[src/rtl/sim_host_mmio_if.sv]
// Bus bundle between the data-memory decoder (or bench) and the simulation host responder.
// Register-access strobes plus the console drain and end-of-test status lines.
interface sim_host_mmio_if #(
    parameter int DATAWIDTH     = 32,
    parameter int ADDR_BITWIDTH = 5
);
    logic                     SIMHOST_Sel_in;
    logic                     SIMHOST_We;
    logic                     SIMHOST_Re;
    logic [3:0]               SIMHOST_Byteenable;
    logic [ADDR_BITWIDTH-1:0] SIMHOST_Address;
    logic [DATAWIDTH-1:0]     SIMHOST_Data_In;
    logic [DATAWIDTH-1:0]     SIMHOST_Data_Out;
    logic                     SIMHOST_Con_Valid_out;
    logic [7:0]               SIMHOST_Con_Data_out;
    logic                     SIMHOST_Con_Ready_in;
    logic                     SIMHOST_Done_out;
    logic                     SIMHOST_Pass_out;
    logic [DATAWIDTH-2:0]     SIMHOST_Code_out;

    modport slave (
        input  SIMHOST_Sel_in, SIMHOST_We, SIMHOST_Re, SIMHOST_Byteenable,
               SIMHOST_Address, SIMHOST_Data_In, SIMHOST_Con_Ready_in,
        output SIMHOST_Data_Out, SIMHOST_Con_Valid_out, SIMHOST_Con_Data_out,
               SIMHOST_Done_out, SIMHOST_Pass_out, SIMHOST_Code_out
    );

    modport master (
        output SIMHOST_Sel_in, SIMHOST_We, SIMHOST_Re, SIMHOST_Byteenable,
               SIMHOST_Address, SIMHOST_Data_In, SIMHOST_Con_Ready_in,
        input  SIMHOST_Data_Out, SIMHOST_Con_Valid_out, SIMHOST_Con_Data_out,
               SIMHOST_Done_out, SIMHOST_Pass_out, SIMHOST_Code_out
    );
endinterface

[src/rtl/sim_host_mmio.sv]
// Memory-mapped simulation host: cycle counter, tohost pass/fail, console byte FIFO, timeout.
// state     | meaning
// S_RUN     | program running, CYCLE counting, watching TOHOST and timeout
// S_DONE    | program wrote TOHOST with bit0 set; code latched, terminal
// S_TIMEOUT | CYCLE reached TIMEOUT before a done write; terminal
module sim_host_mmio #(
    parameter int DATAWIDTH       = 32,
    parameter int ADDR_BITWIDTH   = 5,
    parameter int FIFO_DEPTH      = 16,
    parameter int TIMEOUT_DEFAULT = 5000
) (
    input  logic           SIMHOST_Clk_in,
    input  logic           SIMHOST_Reset_in,
    sim_host_mmio_if.slave bus
);
    localparam int PTR_W = $clog2(FIFO_DEPTH);
    localparam int PW    = PTR_W + 1;
    localparam int WW    = ADDR_BITWIDTH - 2;
    localparam logic [WW-1:0] A_CYCLE   = WW'(0);
    localparam logic [WW-1:0] A_TOHOST  = WW'(1);
    localparam logic [WW-1:0] A_CONSOLE = WW'(2);
    localparam logic [WW-1:0] A_TIMEOUT = WW'(3);
    localparam logic [WW-1:0] A_STATUS  = WW'(4);

    typedef enum logic [1:0] {S_RUN = 2'd0, S_DONE = 2'd1, S_TIMEOUT = 2'd2} state_t;

    state_t               r_state, w_state_next;
    logic [DATAWIDTH-1:0] r_cycle, r_timeout, r_data_out, w_rdata;
    logic [DATAWIDTH-2:0] r_code;
    logic [7:0]           r_fifo [FIFO_DEPTH];
    logic [PW-1:0]        r_wr_ptr, r_rd_ptr, w_count;
    logic                 r_ovf;
    logic [WW-1:0]        w_word;
    logic [3:0]           w_count_sat;
    logic                 w_wr, w_rd, w_done_wr, w_timeout_hit;
    logic                 w_empty, w_full, w_push_req, w_push, w_pop;
    logic                 w_unused;

    assign w_word        = bus.SIMHOST_Address[ADDR_BITWIDTH-1:2];
    assign w_unused      = ^bus.SIMHOST_Address[1:0];
    assign w_wr          = bus.SIMHOST_Sel_in & bus.SIMHOST_We;
    assign w_rd          = bus.SIMHOST_Sel_in & bus.SIMHOST_Re;
    assign w_done_wr     = w_wr && (w_word == A_TOHOST) && bus.SIMHOST_Data_In[0];
    // A zero TIMEOUT disables the check; a value at or below CYCLE only fires after wrap.
    assign w_timeout_hit = (r_timeout != '0) && (r_cycle == r_timeout - DATAWIDTH'(1));

    assign w_empty    = (r_wr_ptr == r_rd_ptr);
    assign w_full     = (r_wr_ptr[PTR_W] != r_rd_ptr[PTR_W]) &&
                        (r_wr_ptr[PTR_W-1:0] == r_rd_ptr[PTR_W-1:0]);
    assign w_pop      = !w_empty && bus.SIMHOST_Con_Ready_in;
    assign w_push_req = w_wr && (w_word == A_CONSOLE) && bus.SIMHOST_Byteenable[0];
    assign w_push     = w_push_req && (!w_full || w_pop);
    assign w_count    = r_wr_ptr - r_rd_ptr;
    assign w_count_sat = (32'(w_count) > 15) ? 4'hF : 4'(w_count);

    always_comb begin
        w_rdata = '0;
        case (w_word)
            A_CYCLE:   w_rdata = r_cycle;
            A_TIMEOUT: w_rdata = r_timeout;
            A_STATUS:  w_rdata[5:0] = {r_ovf, w_count_sat, r_state == S_TIMEOUT};
            default:   ;
        endcase
    end

    always_ff @(posedge SIMHOST_Clk_in or posedge SIMHOST_Reset_in) begin
        if (SIMHOST_Reset_in) r_state <= S_RUN;
        else                  r_state <= w_state_next;
    end

    always_comb begin
        w_state_next = r_state;
        case (r_state)
            S_RUN: begin
                if (w_done_wr)          w_state_next = S_DONE;
                else if (w_timeout_hit) w_state_next = S_TIMEOUT;
            end
            default: ;
        endcase
    end

    always_comb begin
        bus.SIMHOST_Done_out = (r_state != S_RUN);
        bus.SIMHOST_Pass_out = (r_state == S_DONE) && (r_code == '0);
    end

    always_ff @(posedge SIMHOST_Clk_in or posedge SIMHOST_Reset_in) begin
        if (SIMHOST_Reset_in) begin
            r_cycle    <= '0;
            r_timeout  <= DATAWIDTH'(TIMEOUT_DEFAULT);
            r_data_out <= '0;
            r_code     <= '0;
            r_wr_ptr   <= '0;
            r_rd_ptr   <= '0;
            r_ovf      <= 1'b0;
        end else begin
            if (r_state == S_RUN) r_cycle <= r_cycle + DATAWIDTH'(1);
            if (w_rd) r_data_out <= w_rdata;
            if (w_wr && (w_word == A_TIMEOUT)) begin
                for (int b = 0; b < DATAWIDTH / 8; b++) begin
                    if (bus.SIMHOST_Byteenable[b]) r_timeout[b*8 +: 8] <= bus.SIMHOST_Data_In[b*8 +: 8];
                end
            end
            if ((r_state == S_RUN) && w_done_wr) r_code <= bus.SIMHOST_Data_In[DATAWIDTH-1:1];
            if (w_push) r_wr_ptr <= r_wr_ptr + PW'(1);
            if (w_pop)  r_rd_ptr <= r_rd_ptr + PW'(1);
            if (w_push_req && w_full && !w_pop) r_ovf <= 1'b1;
        end
    end

    // Storage needs no reset: the pointers alone define which entries are live.
    always_ff @(posedge SIMHOST_Clk_in) begin
        if (w_push) r_fifo[r_wr_ptr[PTR_W-1:0]] <= bus.SIMHOST_Data_In[7:0];
    end

    assign bus.SIMHOST_Data_Out      = r_data_out;
    assign bus.SIMHOST_Code_out      = r_code;
    assign bus.SIMHOST_Con_Valid_out = !w_empty;
    assign bus.SIMHOST_Con_Data_out  = w_empty ? 8'h00 : r_fifo[r_rd_ptr[PTR_W-1:0]];
endmodule
[src/flat_wrapper.sv]
// flat-port wrapper written by rule: the top's interface ports become plain ports
module sim_host_mmio_flat 
#(
    parameter int DATAWIDTH       = 32,
    parameter int ADDR_BITWIDTH   = 5,
    parameter int FIFO_DEPTH      = 16,
    parameter int TIMEOUT_DEFAULT = 5000
)
  (SIMHOST_Clk_in, SIMHOST_Reset_in, bus_SIMHOST_Sel_in, bus_SIMHOST_We, bus_SIMHOST_Re, bus_SIMHOST_Byteenable, bus_SIMHOST_Address, bus_SIMHOST_Data_In, bus_SIMHOST_Con_Ready_in, bus_SIMHOST_Data_Out, bus_SIMHOST_Con_Valid_out, bus_SIMHOST_Con_Data_out, bus_SIMHOST_Done_out, bus_SIMHOST_Pass_out, bus_SIMHOST_Code_out);
  sim_host_mmio_if #(.DATAWIDTH(DATAWIDTH), .ADDR_BITWIDTH(ADDR_BITWIDTH)) bus_i ();
  input  logic SIMHOST_Clk_in;
  input  logic SIMHOST_Reset_in;
  input wire logic [$bits(bus_i.SIMHOST_Sel_in)-1:0] bus_SIMHOST_Sel_in;
  input wire logic [$bits(bus_i.SIMHOST_We)-1:0] bus_SIMHOST_We;
  input wire logic [$bits(bus_i.SIMHOST_Re)-1:0] bus_SIMHOST_Re;
  input wire logic [$bits(bus_i.SIMHOST_Byteenable)-1:0] bus_SIMHOST_Byteenable;
  input wire logic [$bits(bus_i.SIMHOST_Address)-1:0] bus_SIMHOST_Address;
  input wire logic [$bits(bus_i.SIMHOST_Data_In)-1:0] bus_SIMHOST_Data_In;
  input wire logic [$bits(bus_i.SIMHOST_Con_Ready_in)-1:0] bus_SIMHOST_Con_Ready_in;
  output wire logic [$bits(bus_i.SIMHOST_Data_Out)-1:0] bus_SIMHOST_Data_Out;
  output wire logic [$bits(bus_i.SIMHOST_Con_Valid_out)-1:0] bus_SIMHOST_Con_Valid_out;
  output wire logic [$bits(bus_i.SIMHOST_Con_Data_out)-1:0] bus_SIMHOST_Con_Data_out;
  output wire logic [$bits(bus_i.SIMHOST_Done_out)-1:0] bus_SIMHOST_Done_out;
  output wire logic [$bits(bus_i.SIMHOST_Pass_out)-1:0] bus_SIMHOST_Pass_out;
  output wire logic [$bits(bus_i.SIMHOST_Code_out)-1:0] bus_SIMHOST_Code_out;
  assign bus_i.SIMHOST_Sel_in = bus_SIMHOST_Sel_in;
  assign bus_i.SIMHOST_We = bus_SIMHOST_We;
  assign bus_i.SIMHOST_Re = bus_SIMHOST_Re;
  assign bus_i.SIMHOST_Byteenable = bus_SIMHOST_Byteenable;
  assign bus_i.SIMHOST_Address = bus_SIMHOST_Address;
  assign bus_i.SIMHOST_Data_In = bus_SIMHOST_Data_In;
  assign bus_i.SIMHOST_Con_Ready_in = bus_SIMHOST_Con_Ready_in;
  assign bus_SIMHOST_Data_Out = bus_i.SIMHOST_Data_Out;
  assign bus_SIMHOST_Con_Valid_out = bus_i.SIMHOST_Con_Valid_out;
  assign bus_SIMHOST_Con_Data_out = bus_i.SIMHOST_Con_Data_out;
  assign bus_SIMHOST_Done_out = bus_i.SIMHOST_Done_out;
  assign bus_SIMHOST_Pass_out = bus_i.SIMHOST_Pass_out;
  assign bus_SIMHOST_Code_out = bus_i.SIMHOST_Code_out;
  sim_host_mmio #(.DATAWIDTH(DATAWIDTH), .ADDR_BITWIDTH(ADDR_BITWIDTH), .FIFO_DEPTH(FIFO_DEPTH), .TIMEOUT_DEFAULT(TIMEOUT_DEFAULT)) u_core (.SIMHOST_Clk_in(SIMHOST_Clk_in), .SIMHOST_Reset_in(SIMHOST_Reset_in), .bus(bus_i));
endmodule
[config.mk]
export PLATFORM = sky130hd
export DESIGN_NAME = sim_host_mmio_flat
export DESIGN_NICKNAME = d
export VERILOG_FILES = /design/src/rtl/sim_host_mmio_if.sv /design/src/rtl/sim_host_mmio.sv /design/src/flat_wrapper.sv
export SDC_FILE = /design/constraint.sdc
export NUM_CORES = 1
export LEC_CHECK = 0
export CAP_MARGIN = 5
export CORE_MARGIN = 2
export CORE_UTILIZATION = 50
export DETAILED_ROUTE_END_ITERATION = 10
export PLACE_DENSITY_LB_ADDON = 0.12
export SYNTH_ARGS = -nofsm -noshare
export SYNTH_HDL_FRONTEND = slang
export SYNTH_SLANG_ARGS = --single-unit
[constraint.sdc]
create_clock -name SIMHOST_Clk_in -period 6.3 [get_ports SIMHOST_Clk_in]
set_clock_uncertainty 0.1 [all_clocks]
set_input_delay 1.26 -clock SIMHOST_Clk_in [delete_from_list [all_inputs] [get_ports SIMHOST_Clk_in]]
set_output_delay 1.26 -clock SIMHOST_Clk_in [all_outputs]
set_load 0.05 [all_outputs]
==> results of run 1 <==
routing by layer:
layer / wire length [um] / up-vias / global-route usage (%)
met5: 0 / - / 0
met2: 14470 / 179 / 39.57
met1: 11350 / 3882 / 28.64
met3: 1138 / 35 / 2.727
met4: 715 / 0 / 5.897
li1: - / 3582 / -
critical path: cells and delay by family (launching register included):
family	cells	cell delay, ns
mux	2	1.08
buf+inv	2	1.22
simple gates	1	0.14
flops	1	0.64
registers in the layout (all words and copies together), names as in the netlist:
| name | count |
|---|---|
| u_core.r_ovf | 1 |
| u_core.r_rd_ptr | 5 |
| u_core.r_fifo | 128 |
| u_core.r_timeout | 32 |
| u_core.bus.SIMHOST_Code_out | 31 |
| u_core.r_cycle | 32 |
| u_core.r_state | 2 |
| u_core.r_wr_ptr | 5 |
| u_core.bus.SIMHOST_Data_Out | 32 |
cells in the final DEF, fill, tap and decap left out, drive strengths merged, types with 20 or more instances in the layout:
cell	netlist	routed
xnor2	52	52
clkbuf	30	35
dfrtp	135	135
nand2	52	52
a221oi	26	26
xor2	29	29
mux4	40	40
clkdlybuf4s50	0	118
mux2	65	65
nor2	89	89
edfxtp	128	128
nor4	20	20
metrics by stage:
| step | utilization, % | hold slack [ns] | area (um2) |
|---|---|---|---|
| 2_1_floorplan | - | 0.3288 | 12190 |
| 3_3_place_gp | 56.83 | 0.3432 | 13700 |
| 6_report | 61.32 | 0.3761 | 14780 |
| 4_1_cts | 61.32 | 0.3685 | 14780 |
| 5_1_grt | 61.32 | 0.4035 | 14780 |
| 3_5_place_dp | 56.83 | 0.3471 | 13700 |
worst paths after layout:
path	endpoint	startpoint	slack, ns
worst max-delay path	bus_SIMHOST_Con_Data_out[7]	u_core.r_rd_ptr[0]	1.29
worst min-delay path	u_core.r_ovf	u_core.r_ovf	0.38
worst max register to register	u_core.r_fifo[7][2]	u_core.r_rd_ptr[1]	2.62
worst min register to register	u_core.r_ovf	u_core.r_ovf	0.38
max in group asynchronous	u_core.bus.SIMHOST_Code_out[26]	SIMHOST_Reset_in	3.85
min in group asynchronous	u_core.bus.SIMHOST_Code_out[7]	SIMHOST_Reset_in	1.19
report_power, final:
| part | total [mW] | switching, mW | leakage, nW | internal [mW] |
|---|---|---|---|---|
| Clock | 1.89 | 0.711 | 0.520 | 1.17 |
| Sequential | 2.10 | 0.164 | 2.98 | 1.93 |
| Combinational | 1.46 | 0.798 | 2.24 | 0.658 |
| Total | 5.44 | 1.67 | 5.73 | 3.76 |
cells by family (layout without fill, tap and decap cells):
logic type / after synthesis / count (layout) / share of synthesized area, %
adder cells (fa/ha/maj): 13 / 13 / 1.395
buffers and inverters: 65 / 203 / 2.144
AND/OR/NAND/NOR: 276 / 276 / 11.41
multiplexers: 113 / 113 / 14.05
flip-flops: 268 / 268 / 60.30
AO/OA/AOI/OAI: 81 / 81 / 4.884
XOR/XNOR: 81 / 81 / 5.818
area by class of cell:
class | instances | share of cell area [%]
clock buffers | 35 | 5.265
repair buffers | 132 | 8.702
inverters | 17 | 0.4656
flip-flops and latches | 268 | 49.76
well taps | 324 | 2.743
clock inverters | 19 | 2.049
multi-input cells | 564 | 31.02
==> out/qor.txt, run 1 <==
Post-synth EDFFs -> 128
reg2reg path depth -> 8
post-synthesis register bit count -> 268
fraction of layout cells with a size suffix above 1 -> 18.26%
Post-Place Cells -> 1,305
die area -> 25,650 um2
Post-synth top cells -> 135 x dfrtp_1, 128 x edfxtp_1, 89 x nor2_1
Crit Path Class -> reg -> out
Final setup violation count -> 0
FMAX -> 0.1995 GHz
Slew @ Worst Pin -> 1.186 ns
CTS Buf Count -> 29
Clock Path Buffers -> 3
max-cap violations -> 0
DP HPWL -> 18,580 um
Final Max Tran Viols -> 0
Residual DRC -> 0
Port Buffers -> 118
Slew headroom -> 20.22%
Post-synth ARST share -> 52.24%
total track usage -> 22.10%
most common cell in the synthesized netlist -> dfrtp_1
ys flop type -> dfrtp_1
Synthesized Nets -> 957
Tmin final -> 5.013 ns
setup TNS -> 0 ns
Crit path arrival time -> 3.65 ns
vias in the first global route -> 7,869
Clock Tree Root -> clkbuf_16
RSZ-0062 raised after global routing -> false
CP peak stage delay -> 0.73 ns
Final ANT Viol Nets -> 0
hold path cells -> 1
total grt overflow -> 0
first-pass GRT wire length -> 44,280 um
power per cell area -> 367.9 nW/um2
Final Hold Fails -> 0
crit-path max FO -> 23
Post-Syn Instances -> 897
initial antenna violation count -> 0
VDD IR max -> 0.0003123 V
drt wl/cell -> 20.36 um
CTS tree -> yes
Post-Place Setup Slack -> 1.676 ns
Startpoint Class -> flop
hold buffer count at CTS -> 0
vias per cell -> 5.650
Area contributors post-synth -> edfxtp_1 32%, dfrtp_1 28%, mux4_2 7.4%
Yosys top cell by area -> edfxtp_1
CTS sink count -> 268
post-CTS setup repair buffer count -> 0
type of the worst min-delay path -> reg -> reg
syn avg cell area -> 13.59 um2
num ports -> 121
fin cells -> 1,359
antenna fix cells -> 0
htree depth -> 1
worst-skew pair later-pin latency -> 0.55 ns
Most Frequent Cell on Critical Path -> mux4_2
core footprint -> 24,110 um2
Leak Pwr -> 5.733 nW
Row Count -> 57
FF+latch area -> 7355 um2
largest net degree at the start of global routing -> 106
CP max stage cell -> clkdlybuf4s50_1
Multi-input gate area -> 4584 um2
nets -> 1,072
critical path required time -> 4.94 ns
Initial Utilization -> 50.59%
Tcrit/Tclk final -> 79.57%
Placer Congestion -> 0.7928
Final Power -> 5.438 mW
status -> completed
area delta synth->final -> 21.21%
Seq/Total Area, Yosys -> 60.30%
Cell Chain, Critical Path -> buf_4, mux4_2, mux4_2, nor2b_1, clkdlybuf4s50_1
Yosys cell types -> 59
synthesized cell area -> 12,190 um2
via count -> 7,678
Fill cells -> 1,965
Detailed Route Iter0 Violations -> 499
drt pass-1 iters -> 5
Clk pin slew, worst setup/hold paths -> 0.06 ns
CP Capture Type -> primary output
worst setup margin -> 1.287 ns
Routed WL -> 27,670 um
synth warn -> 0
Post-CTS Resized -> 0
chip width -> 160.2 um
post-synth top area share -> 31.52%
Die H -> 160.2 um
Note: power is estimated with default switching activity, not from simulation.
==> run 2, diff against run 1 <==
Clock period 6.3 ns to 5.1 ns, I/O delays scaled along.
==> run 2 against run 1 <==
  * Sequential power grew 24%
  * Count of clock-buffer cells in the layout increased by 5
  * Power up 21%
  * First-iteration DRC count is 18% lower
  * Via count grew 1.1%
  * Cell area fell by 0.15%
  * Sequential share of layout area rose by 0.076 points
  * Combinational power rose by 23%
  * Critical path depth is the same
  * Hold slack lost 0.013 ns
  * Non-clock buffer count up 2
  * Cell count is 0.15% higher
  * Critical endpoint is now bus_SIMHOST_Con_Data_out[3]
==> out/qor.txt, run 2 (synthesis gave the netlist of run 1 again) <==
Fill cells -> 1,936 (was 1,965)
drt pass-1 iters -> 5 (unchanged)
type of the worst min-delay path -> reg -> reg (unchanged)
Die H -> 160.2 um (unchanged)
worst setup margin -> 0.5440 ns (was 1.287 ns)
setup TNS -> 0 ns (unchanged)
Tcrit/Tclk final -> 89.33%
DP HPWL -> 18,870 um (was 18,580 um)
Clk pin slew, worst setup/hold paths -> 0.06 ns (about the same)
Startpoint Class -> flop (unchanged)
chip width -> 160.2 um (unchanged)
CP Capture Type -> primary output (unchanged)
Finished Core Util -> 61.22% (was 61.32%)
Post-Layout Inst Area -> 14,760 um2 (was 14,780 um2)
max reg flops -> 128 (unchanged)
VDD IR max -> 0.0003866 V (was 0.0003123 V)
Placer Congestion -> 0.8009 (was 0.7928)
power per cell area -> 446.1 nW/um2 (was 367.9 nW/um2)
placed inst area -> 13,740 um2 (was 13,700 um2)
Cell Chain, Critical Path -> buf_12, mux4_2, mux4_2, nor2b_1, clkdlybuf4s50_1 (was buf_4, mux4_2, mux4_2, nor2b_1, clkdlybuf4s50_1)
Crit Path Class -> reg -> out (unchanged)
Clock Tree Root -> clkbuf_16 (unchanged)
commonest cells after routing, fill and taps aside -> 134 x dfrtp_1, 128 x edfxtp_1, 118 x clkdlybuf4s50_1 (unchanged)
htree depth -> 1 (unchanged)
total grt overflow -> 0 (unchanged)
Multi-input gate area -> 4584 um2 (unchanged)
fraction of layout cells with a size suffix above 1 -> 18.32% (was 18.26%)
Post-CTS Resized -> 0 (unchanged)
via count -> 7,766 (was 7,678)
total track usage -> 21.93% (was 22.10%)
worst-skew pair later-pin latency -> 0.55 ns (about the same)
num ports -> 121 (unchanged)
Initial Utilization -> 50.59% (unchanged)
CTS sink count -> 268 (unchanged)
commonest non-fill, non-tap cell in the layout -> dfrtp_1 (unchanged)
Routed WL -> 27,900 um (was 27,670 um)
Clock Path Buffers -> 3 (unchanged)
FF+latch area -> 7355 um2 (unchanged)
Post-Place Setup Slack -> 1.045 ns (was 1.676 ns)
FMAX -> 0.2195 GHz
worst hold slack -> 0.3634 ns (was 0.3761 ns)
Final setup violation count -> 0 (unchanged)
die area -> 25,650 um2 (unchanged)
first-pass GRT wire length -> 44,130 um (was 44,280 um)
Residual DRC -> 0 (unchanged)
nets -> 1,074 (was 1,072)
Leak Pwr -> 5.739 nW (was 5.733 nW)
initial antenna violation count -> 0 (unchanged)
status -> completed (unchanged)
Slew @ Worst Pin -> 1.041 ns (was 1.186 ns)
Row Count -> 57 (unchanged)
Final ANT Viol Nets -> 0 (unchanged)
core footprint -> 24,110 um2 (unchanged)
Crit path arrival time -> 3.44 ns (was 3.65 ns)
largest net degree at the start of global routing -> 108 (was 106)
area delta synth->final -> 21.02% (was 21.21%)
critical path required time -> 3.98 ns (was 4.94 ns)
Detailed Route Iter0 Violations -> 408 (was 499)
max-cap violations -> 0 (unchanged)
Port Buffers -> 118 (unchanged)
crit-path max FO -> 23 (unchanged)
Final Hold Fails -> 0 (unchanged)
Most Frequent Cell on Critical Path -> mux4_2 (unchanged)
CTS tree -> yes (unchanged)
post-CTS setup repair buffer count -> 0 (unchanged)
vias per cell -> 5.706 (was 5.650)
Tmin final -> 4.556 ns
CP peak stage delay -> 0.73 ns (about the same)
vias in the first global route -> 7,905 (was 7,869)
CTS Buf Count -> 29 (unchanged)
drt wl/cell -> 20.50 um (was 20.36 um)
CP max stage cell -> clkdlybuf4s50_1 (unchanged)
Slew headroom -> 30.34% (was 20.22%)
hold buffer count at CTS -> 0 (unchanged)
antenna fix cells -> 0 (unchanged)
RSZ-0062 raised after global routing -> false (unchanged)
Final Max Tran Viols -> 0 (unchanged)
-- run 2: power breakdown --
group	internal, mW	switching, mW
Sequential	2.39	0.210
Clock	1.32	0.864
Combinational	0.824	0.981
-- run 2: worst max-delay path, delay by kind of cell (launching register included) --
| kind | cells | cell delay, ns |
|---|---|---|
| AND/OR/NAND/NOR | 1 | 0.15 |
| flip-flops | 1 | 0.68 |
| multiplexers | 2 | 1.04 |
| buffers and inverters | 2 | 1.01 |
-- run 2: path summary, 6_finish.rpt --
kind | startpoint | end | slack (ns) | cells after the start
max | u_core.r_rd_ptr[0] | bus_SIMHOST_Con_Data_out[3] | 0.54 | 5
min | u_core.r_ovf | u_core.r_ovf | 0.36 | 1
min reg2reg | u_core.r_ovf | u_core.r_ovf | 0.36 | 1
max reg2reg | u_core.r_rd_ptr[0] | u_core.r_fifo[9][6] | 1.88 | 8
max in group asynchronous | SIMHOST_Reset_in | u_core.bus.SIMHOST_Code_out[1] | 3.15 | 3
min in group asynchronous | SIMHOST_Reset_in | u_core.bus.SIMHOST_Code_out[11] | 0.97 | 2
-- run 2: routing by layer --
| layer | routed length [um] | vias up | global-route usage [%] |
|---|---|---|---|
| met5 | 0 | - | 0 |
| met4 | 651 | 0 | 5.774 |
| met1 | 11630 | 3972 | 28.22 |
| met3 | 952 | 43 | 2.597 |
| li1 | - | 3590 | - |
| met2 | 14670 | 161 | 39.63 |
-- run 2: area by class of cell --
cell class / count / area share [%]
multi-input cells: 564 / 31.06
flip-flops and latches: 268 / 49.83
clock inverters: 14 / 1.162
repair buffers: 134 / 8.987
well taps: 324 / 2.747
inverters: 17 / 0.4663
clock buffers: 40 / 5.740
-- run 2: metrics by stage --
| step | total power [mW] | std cells |
|---|---|---|
| after global placement | 4.446 | 1307 |
| final | 6.584 | 1361 |
| after detailed placement | 4.458 | 1307 |
| after global routing | 6.877 | 1361 |
| after floorplan | 3.921 | 897 |
| after CTS | 6.647 | 1361 |
==> run 3, diff against run 2 <==
Settings changed: PLACE_DENSITY set to 0.71, PLACE_DENSITY_LB_ADDON 0.12 to not set, REMOVE_ABC_BUFFERS set to 1.
==> run 3 against run 2 <==
  * Die area did not move
  * Cell area fell by 0.59%
  * Worst setup slack improved by 0.11 ns
  * Critical path type unchanged
==> out/qor.txt, run 3 (synthesis gave the netlist of run 1 again) <==
vias in the first global route -> 7,984 (was 7,905)
Routed WL -> 27,200 um (was 27,900 um)
Leak Pwr -> 5.689 nW (was 5.739 nW)
nets -> 1,074 (unchanged)
initial antenna violation count -> 0 (unchanged)
area delta synth->final -> 20.31% (was 21.02%)
Placer Congestion -> 0.8346 (was 0.8009)
power per cell area -> 439.0 nW/um2 (was 446.1 nW/um2)
Die H -> 160.2 um (unchanged)
Flop pwr share -> 40.1% (was 39.4%)
Tcrit/Tclk final -> 87.09% (was 89.33%)
commonest cells after routing, fill and taps aside -> 134 x dfrtp_1, 128 x edfxtp_1, 118 x clkdlybuf4s50_1 (unchanged)
DP HPWL -> 18,730 um (was 18,870 um)
Routed met3 length -> 1249 um (was 952 um)
Final Max Tran Viols -> 0 (unchanged)
Final ANT Viol Nets -> 0 (unchanged)
worst-skew pair later-pin latency -> 0.54 ns (was 0.55 ns)
Net Sw Frac -> 31.46% (was 31.21%)
die area -> 25,650 um2 (unchanged)
Detailed Route Iter0 Violations -> 464 (was 408)
setup TNS -> 0 ns (unchanged)
CTS Buf Count -> 28 (was 29)
largest net degree at the start of global routing -> 91 (was 108)
top sig layer -> met4 (unchanged)
CP Capture Type -> primary output (unchanged)
CTS tree -> yes (unchanged)
vias per cell -> 5.706 (about the same)
RSZ-0062 raised after global routing -> false (unchanged)
drt wl/cell -> 20.00 um (was 20.50 um)
FMAX -> 0.2251 GHz (was 0.2195 GHz)
Multi-input gate area -> 4584 um2 (unchanged)
drt pass-1 iters -> 5 (unchanged)
VDD IR max -> 0.0003319 V (was 0.0003866 V)
Final Hold Fails -> 0 (unchanged)
Residual DRC -> 0 (unchanged)
chip width -> 160.2 um (unchanged)
Crit path arrival time -> 3.32 ns (was 3.44 ns)
crit-path max FO -> 29 (was 23)
first-pass GRT wire length -> 44,410 um (was 44,130 um)
status -> completed (unchanged)
P_sw -> 2.026 mW (was 2.055 mW)
internal power -> 4.415 mW (was 4.529 mW)
FF+latch area -> 7355 um2 (unchanged)
core footprint -> 24,110 um2 (unchanged)
total grt overflow -> 0 (unchanged)
max reg flops -> 128 (unchanged)
commonest non-fill, non-tap cell in the layout -> dfrtp_1 (unchanged)
Post-CTS Resized -> 0 (unchanged)
Tmin final -> 4.442 ns (was 4.556 ns)
Row Count -> 57 (unchanged)
antenna fix cells -> 0 (unchanged)
htree depth -> 1 (unchanged)
CTS sink count -> 268 (unchanged)
hold buffer count at CTS -> 0 (unchanged)
Slew headroom -> 38.64% (was 30.34%)
worst hold slack -> 0.3816 ns (was 0.3634 ns)
Met1 Wirelength -> 11,380 um (was 11,630 um)
Clock power frac -> 31.7% (was 33.2%)
total track usage -> 21.76% (was 21.93%)
max-cap violations -> 0 (unchanged)
fraction of layout cells with a size suffix above 1 -> 17.86% (was 18.32%)
type of the worst min-delay path -> reg -> reg (unchanged)
metal2 WL -> 13,840 um (was 14,670 um)
post-CTS setup repair buffer count -> 0 (unchanged)
critical path required time -> 3.98 ns (about the same)
Clock Tree Root -> clkbuf_16 (unchanged)
Fill cells -> 1,938 (was 1,936)
Port Buffers -> 118 (unchanged)
Initial Utilization -> 50.59% (unchanged)
Clock Path Buffers -> 3 (unchanged)
Final setup violation count -> 0 (unchanged)
Clk pin slew, worst setup/hold paths -> 0.06 ns (about the same)
Startpoint Class -> flop (unchanged)
Logic pwr share -> 28.2% (was 27.4%)
Slew @ Worst Pin -> 0.9170 ns (was 1.041 ns)
via count -> 7,760 (was 7,766)
num ports -> 121 (unchanged)
Crit Path Class -> reg -> out (unchanged)
==> run 3: worst paths after layout <==
kind,from,endpoint,slack (ns),cells past startpoint
setup / recovery,u_core.r_rd_ptr[0],bus_SIMHOST_Con_Data_out[7],0.66,5
hold / removal,u_core.r_ovf,u_core.r_ovf,0.38,1
setup reg to reg,u_core.r_timeout[1],u_core.r_state[1],1.91,8
hold reg to reg,u_core.r_ovf,u_core.r_ovf,0.38,1
max in group asynchronous,SIMHOST_Reset_in,u_core.r_timeout[3],3.08,3
min in group asynchronous,SIMHOST_Reset_in,u_core.bus.SIMHOST_Code_out[6],0.93,2
==> run 3: area by class of cell <==
| class | instances | area share [%] |
|---|---|---|
| Sequential cell | 268 | 50.13 |
| Multi-Input combinational cell | 564 | 31.25 |
| Timing Repair Buffer | 135 | 9.006 |
| Clock buffer | 40 | 5.501 |
| Tap cell | 324 | 2.763 |
| Clock inverter | 12 | 0.8785 |
| Inverter | 17 | 0.4691 |
==> run 3: power groups by stage <==
stage / clock [mW] / combinational (mW) / sequential [mW]
global route: 2.16 / 1.97 / 2.61
finish: 2.04 / 1.82 / 2.58
detailed placement: 0 / 1.83 / 2.62
floorplan: 0 / 1.16 / 2.73
CTS: 2.08 / 1.84 / 2.58
global placement: 0 / 1.80 / 2.62
==> run 3: per-stage QoR <==
step / cell area [um2] / setup WS [ns] / cells / total power [mW] / util (%)
4_1_cts: 14670 / 0.5805 / 1360 / 6.504 / 60.86
3_3_place_gp: 13730 / 1.243 / 1308 / 4.417 / 56.98
6_report: 14670 / 0.6585 / 1360 / 6.441 / 60.86
5_1_grt: 14670 / 0.4051 / 1360 / 6.732 / 60.86
3_5_place_dp: 13730 / 1.162 / 1308 / 4.453 / 56.98
2_1_floorplan: 12000 / 0.2354 / 849 / 3.890 / -
==> run 3: critical path, stage by stage (launching register included) <==
cell             delay, ns
dfrtp_2               0.53
buf_12                0.29
mux4_2                0.58
mux4_2                0.49
nor2b_1               0.14
clkdlybuf4s50_1       0.73
==> run 3: routing by layer <==
metal,GRT usage (%),up-vias
li1,-,3584
met4,6.470,0
met5,0,-
met1,27.83,3943
met3,3.532,50
met2,38.43,183
